[src/rtl/mips_pkg.sv]
// Opcode constants and multiplier sequencer state type shared across the pipeline.
package mips_pkg;

    localparam logic [5:0] OP_RTYPE = 6'b000000;
    localparam logic [5:0] OP_J     = 6'b000010;
    localparam logic [5:0] OP_BEQ   = 6'b000100;
    localparam logic [5:0] OP_ADDI  = 6'b001000;
    localparam logic [5:0] OP_MUL   = 6'b011100;
    localparam logic [5:0] OP_LW    = 6'b100011;
    localparam logic [5:0] OP_SW    = 6'b101011;

    typedef enum logic [1:0] {
        IDLE,
        BUSY,
        DONE
    } mul_state_t;

endpackage

[src/rtl/mul_step_datapath.sv]
// One shift-add step of the iterative multiplier, retiring BITS_PER_CYCLE multiplier bits.
module mul_step_datapath #(
    parameter int unsigned WIDTH          = 32,
    parameter int unsigned BITS_PER_CYCLE = 1
) (
    input  logic [WIDTH-1:0] acc_i,
    input  logic [WIDTH-1:0] mcand_i,
    input  logic [WIDTH-1:0] mplier_i,
    output logic [WIDTH-1:0] acc_o,
    output logic [WIDTH-1:0] mcand_o,
    output logic [WIDTH-1:0] mplier_o
);

    always_comb begin
        acc_o = acc_i;
        for (int unsigned i = 0; i < BITS_PER_CYCLE; i++) begin
            if (mplier_i[i]) begin
                acc_o = acc_o + (mcand_i << i);
            end
        end
    end

    assign mcand_o  = mcand_i << BITS_PER_CYCLE;
    assign mplier_o = mplier_i >> BITS_PER_CYCLE;

endmodule

[src/rtl/mul_stall_sequencer.sv]
// EX-stage MUL sequencer: stalls the front of the pipeline while a shift-add multiply runs,
// then presents the low WIDTH bits of the product for one cycle.
module mul_stall_sequencer
    import mips_pkg::*;
#(
    parameter int unsigned WIDTH          = 32,
    parameter int unsigned BITS_PER_CYCLE = 1
) (
    input  logic             clk,
    input  logic             reset_n,
    input  logic             mul_req,
    input  logic             flush,
    input  logic [WIDTH-1:0] srca,
    input  logic [WIDTH-1:0] srcb,
    output logic             stall,
    output logic             busy,
    output logic             result_valid,
    output logic [WIDTH-1:0] result
);

    localparam int unsigned N     = WIDTH / BITS_PER_CYCLE;
    localparam int unsigned CNT_W = (N > 1) ? $clog2(N) : 1;

    mul_state_t       state_q;
    logic [CNT_W-1:0] count_q;
    logic [WIDTH-1:0] acc_q, mcand_q, mplier_q;
    logic [WIDTH-1:0] acc_d, mcand_d, mplier_d;

    mul_step_datapath #(
        .WIDTH          (WIDTH),
        .BITS_PER_CYCLE (BITS_PER_CYCLE)
    ) u_step (
        .acc_i    (acc_q),
        .mcand_i  (mcand_q),
        .mplier_i (mplier_q),
        .acc_o    (acc_d),
        .mcand_o  (mcand_d),
        .mplier_o (mplier_d)
    );

    always_ff @(posedge clk) begin
        if (!reset_n) begin
            state_q  <= IDLE;
            count_q  <= '0;
            acc_q    <= '0;
            mcand_q  <= '0;
            mplier_q <= '0;
        end else begin
            case (state_q)
                IDLE: begin
                    if (mul_req && !flush) begin
                        mcand_q  <= srca;
                        mplier_q <= srcb;
                        acc_q    <= '0;
                        count_q  <= '0;
                        state_q  <= BUSY;
                    end
                end
                BUSY: begin
                    if (flush) begin
                        state_q <= IDLE;
                    end else begin
                        acc_q    <= acc_d;
                        mcand_q  <= mcand_d;
                        mplier_q <= mplier_d;
                        count_q  <= count_q + 1'b1;
                        if (count_q == CNT_W'(N - 1)) begin
                            state_q <= DONE;
                        end
                    end
                end
                // mul_req here belongs to the retiring MUL, so never restart from DONE
                DONE:    state_q <= IDLE;
                default: state_q <= IDLE;
            endcase
        end
    end

    // Gated by reset_n so a request held during reset never raises stall or a stale pulse.
    assign stall        = reset_n && !flush &&
                          ((state_q == IDLE && mul_req) || state_q == BUSY);
    assign busy         = (state_q == BUSY);
    assign result_valid = reset_n && !flush && (state_q == DONE);
    assign result       = acc_q;

endmodule

[config.mk]
export PLATFORM = sky130hd
export DESIGN_NAME = mul_stall_sequencer
export DESIGN_NICKNAME = d
export VERILOG_FILES = /design/src/rtl/mips_pkg.sv /design/src/rtl/mul_step_datapath.sv /design/src/rtl/mul_stall_sequencer.sv
export SDC_FILE = /design/constraint.sdc
export NUM_CORES = 1
export LEC_CHECK = 0
export ABC_CLOCK_PERIOD_IN_PS = 3100
export CORE_MARGIN = 10
export CORE_UTILIZATION = 35
export CTS_BUF_LIST = sky130_fd_sc_hd__clkbuf_16
export CTS_CLUSTER_DIAMETER = 30
export DETAILED_ROUTE_END_ITERATION = 16
export PLACE_DENSITY = 0.63
export SLEW_MARGIN = 20
export SYNTH_ARGS = -nofsm -noshare
export SYNTH_HDL_FRONTEND = slang
export SYNTH_SLANG_ARGS = --single-unit
[constraint.sdc]
create_clock -name clk -period 3.1 [get_ports clk]
set_clock_uncertainty 0.2 [all_clocks]
set_input_delay 0.31 -clock clk [delete_from_list [all_inputs] [get_ports clk]]
set_output_delay 0.31 -clock clk [all_outputs]
set_load 0.02 [all_outputs]
==> results.toml <==
[run_status]
status = "completed"

[grt]
global_route.usage.met2 = 0.218
groute.layer.met3.usage = 0.0456
tot_gr_track_use = 0.141
grt_pass1_wl_um = 26300
grt.busiest_layer = "met2"
grt_max_degree = 130
antenna_found_initial = 0
globalRouteMet1Util = 0.183
via_count_of_the_first_global_routing_pass = 5205
overflow = 0

[setup_path]
cp_data_required_time_ps = 3180
crit_buf_inv = 1
cp_max_fo = 5
maximum_cell_stage_delay_along_the_critical_path_ps = 370
critical_path_arrival_ps = 2960
critical_path.startpoint_type = "flip-flop"
path_delay_family = "compound AO/OA/AOI/OAI gates"
end_kind = "flip-flop"
cp_cell_sequence = "ha_1, inv_1, fa_1, nor2b_1, o21ai_0, a21boi_1, o31ai_2, a311o_1, nand3b_4, nor4b_4, nor3_1, o31ai_1"
worst_r2r_setup_slack_ps = 220
critical_path.slowest_cell = "sky130_fd_sc_hd__fa_1"
setup.worst_path.class = "flip-flop to flip-flop"

[sta]
timing.fmax_mhz = 347
hold_ws_ps = 61.1
post-route-min-period_ps = 2880
tightest_slew_ps = 876
slew_headroom = 0.416
final-max-slew-violation-count = 0
finalHoldViolations = 0
timing.final.crit_share = 0.929
setup_viols_final = 0

[route]
initialDrtViolationCount = 260
postRouteAntennaNets = 0
routedWlPerCell_um = 15.6
viasPerCell = 5.28
finalWirelength_um = 16200
drt_drc_violations_left = 0
detailroute.via_count = 5506
drt_first_pass_iters = 5

[finish]
num_antenna_cells = 0
nNetsFinal = 919
syn_to_final_growth_pct = 26.0
layout.filler_cells = 1693
post_route_cells_drive_above_1_share = 0.0462

[floorplan]
die_w_um = 151
std_cell_rows = 47
floorplan.die_area_mm2 = 0.0228
io_pins = 103
die_h_um = 151
initial_utilization = 0.360
core_area_mm2 = 0.0167

[clocking]
ctsRootBufferMaster = "sky130_fd_sc_hd__clkbuf_16"
clock_path_buffers = 2
cts_tree = "done"
cts-buffers-inserted = 9
worst_skew_pair.late_latency_ps = 360
ctsHtreeMaxLevel = 3
clock_transition_at_the_register_clock_pins_on_the_worst_setup_and_hold_paths_after_cts_ps = 70
cts.sinks = 103

[power]
p_per_area_mw_per_mm2 = 432
fin_total_pwr_w = 0.00327
vdd_drop_max_v = 0.000355
power.static_leakage_nw = 3.72

[place]
place.detailed.hpwl_um = 11600
routability_congestion_estimate = 0.832
io_buffers = 102

[synthesis]
yosys-top-cells-count = "164 x sky130_fd_sc_hd__nand2_1, 103 x sky130_fd_sc_hd__dfxtp_1, 70 x sky130_fd_sc_hd__nand3_1"
dominantRegCellSynth = "sky130_fd_sc_hd__dfxtp_1"
synth.yosys.warnings = 0
synth_compound_gate_area_share = 0.256
ys_ff_latch = 103
synth_simple_gate_area_share = 0.247
synth_top_cell_by_area = "sky130_fd_sc_hd__dfxtp_1"
synth_most_common_cell = "sky130_fd_sc_hd__nand2_1"
cell_area_after_technology_mapping_mm2 = 0.00602
syn-instance-count = 747
netlist-cell-type-count = 62
synth-seq-area-share = 0.343
post_synth_mux_area_share = 0.00873
synth-xor-area-share = 0.0335
synth_top_family_by_area = "compound AO/OA/AOI/OAI gates"
synthesized_nets = 849
synth_enable_flop_cells = 0
yosys-top-cells-area = "sky130_fd_sc_hd__dfxtp_1 34%, sky130_fd_sc_hd__o211a_1 10%, sky130_fd_sc_hd__nand2_1 10%, sky130_fd_sc_hd__ha_1 6.9%, sky130_fd_sc_hd__nand3_1 5.8%"
post_synth_fa_ha_maj_area_fraction = 0.0719
synth_top_area_frac = 0.343
syn_area_per_cell_um2 = 8.05
synth_async_sr_flop_share = 0

[hold_path]
worstHoldPathType = "input pin to flip-flop"

[job]
drv.max_cap_violation_count = 0
[kinds of logic after synthesis]
family,count (synthesis)
buffers and inverters,63
and+or+nand+nor,322
muxes,5
adders and majority gates,34
DFF,103
xor gates and xnor gates,23
AOI/OAI and AO/OA,197
[layer usage]
layer	part of all wire	vias to the layer above
li1	-	2825
met1	0.47	2550
met2	0.45	109
met3	0.059	22
met4	0.017	0
met5	0	-
[report_power, final]
group	internal, W	total (W)	switching [W]
clock network	0.000801	0.00135	0.000547
logic	0.000228	0.000474	0.000246
registers	0.00139	0.00145	0.0000536
total	0.00242	0.00327	0.000847
[state kept, by name, indices dropped and copies added (netlist names)]
register and flops:
count_q 5, mcand_q 32, mplier_q 32, result 32, state_q 2
[worst paths after layout]
check | start | to | depth (start not counted)
worst min-delay path | reset_n | result[21] | 2
worst min register to register | count_q[4] | count_q[4] | 2
worst max-delay path | result[0] | result[28] | 12
worst max register to register | result[0] | result[28] | 12
[layout by cell type (no fill, tap or decap), types with 10 or more instances in the layout]
| master | Yosys | final |
|---|---|---|
| sky130_fd_sc_hd__clkdlybuf4s50_1 | 0 | 101 |
| sky130_fd_sc_hd__nand3_1 | 70 | 70 |
| sky130_fd_sc_hd__a21oi_1 | 30 | 30 |
| sky130_fd_sc_hd__nor2b_1 | 19 | 19 |
| sky130_fd_sc_hd__nor2_1 | 21 | 21 |
| sky130_fd_sc_hd__a22oi_1 | 14 | 14 |
| sky130_fd_sc_hd__o211a_1 | 63 | 63 |
| sky130_fd_sc_hd__xor2_1 | 13 | 13 |
| sky130_fd_sc_hd__o21ai_0 | 20 | 20 |
| sky130_fd_sc_hd__ha_1 | 33 | 33 |
| sky130_fd_sc_hd__dfxtp_1 | 103 | 103 |
| sky130_fd_sc_hd__a21o_1 | 21 | 21 |
| sky130_fd_sc_hd__nand2_1 | 164 | 164 |
| sky130_fd_sc_hd__xnor2_1 | 10 | 10 |
[stage by stage]
step	area (µm²)	worst slack (ps)	TNS [ps]	instances	util
after global routing	7580	-19.0	-19.0	1042	0.454
after floorplan	6020	306	0	747	-
after CTS	7550	135	0	1041	0.452
after detailed placement	7200	134	0	1025	0.431
final	7580	219	0	1042	0.454
after global placement	7200	263	0	1025	0.431
[repair_timing]
action | CTS | global route
endpoints found under the setup margin | 0 | 5
hold buffers | 0 | 0
resized for setup | 0 | 3
setup buffers | 0 | 1
[layout make-up]
class                      count  area (µm²)  area share
multi-input combinational    581        3750       0.495
sequential                   103        2060       0.272
timing repair buffer         112        1100       0.146
tap                          220         275      0.0363
clock buffer                   9         225      0.0297
clock inverter                 7         126      0.0167
inverter                      10        37.5     0.00495
Note: power is estimated with default switching activity, not from simulation.
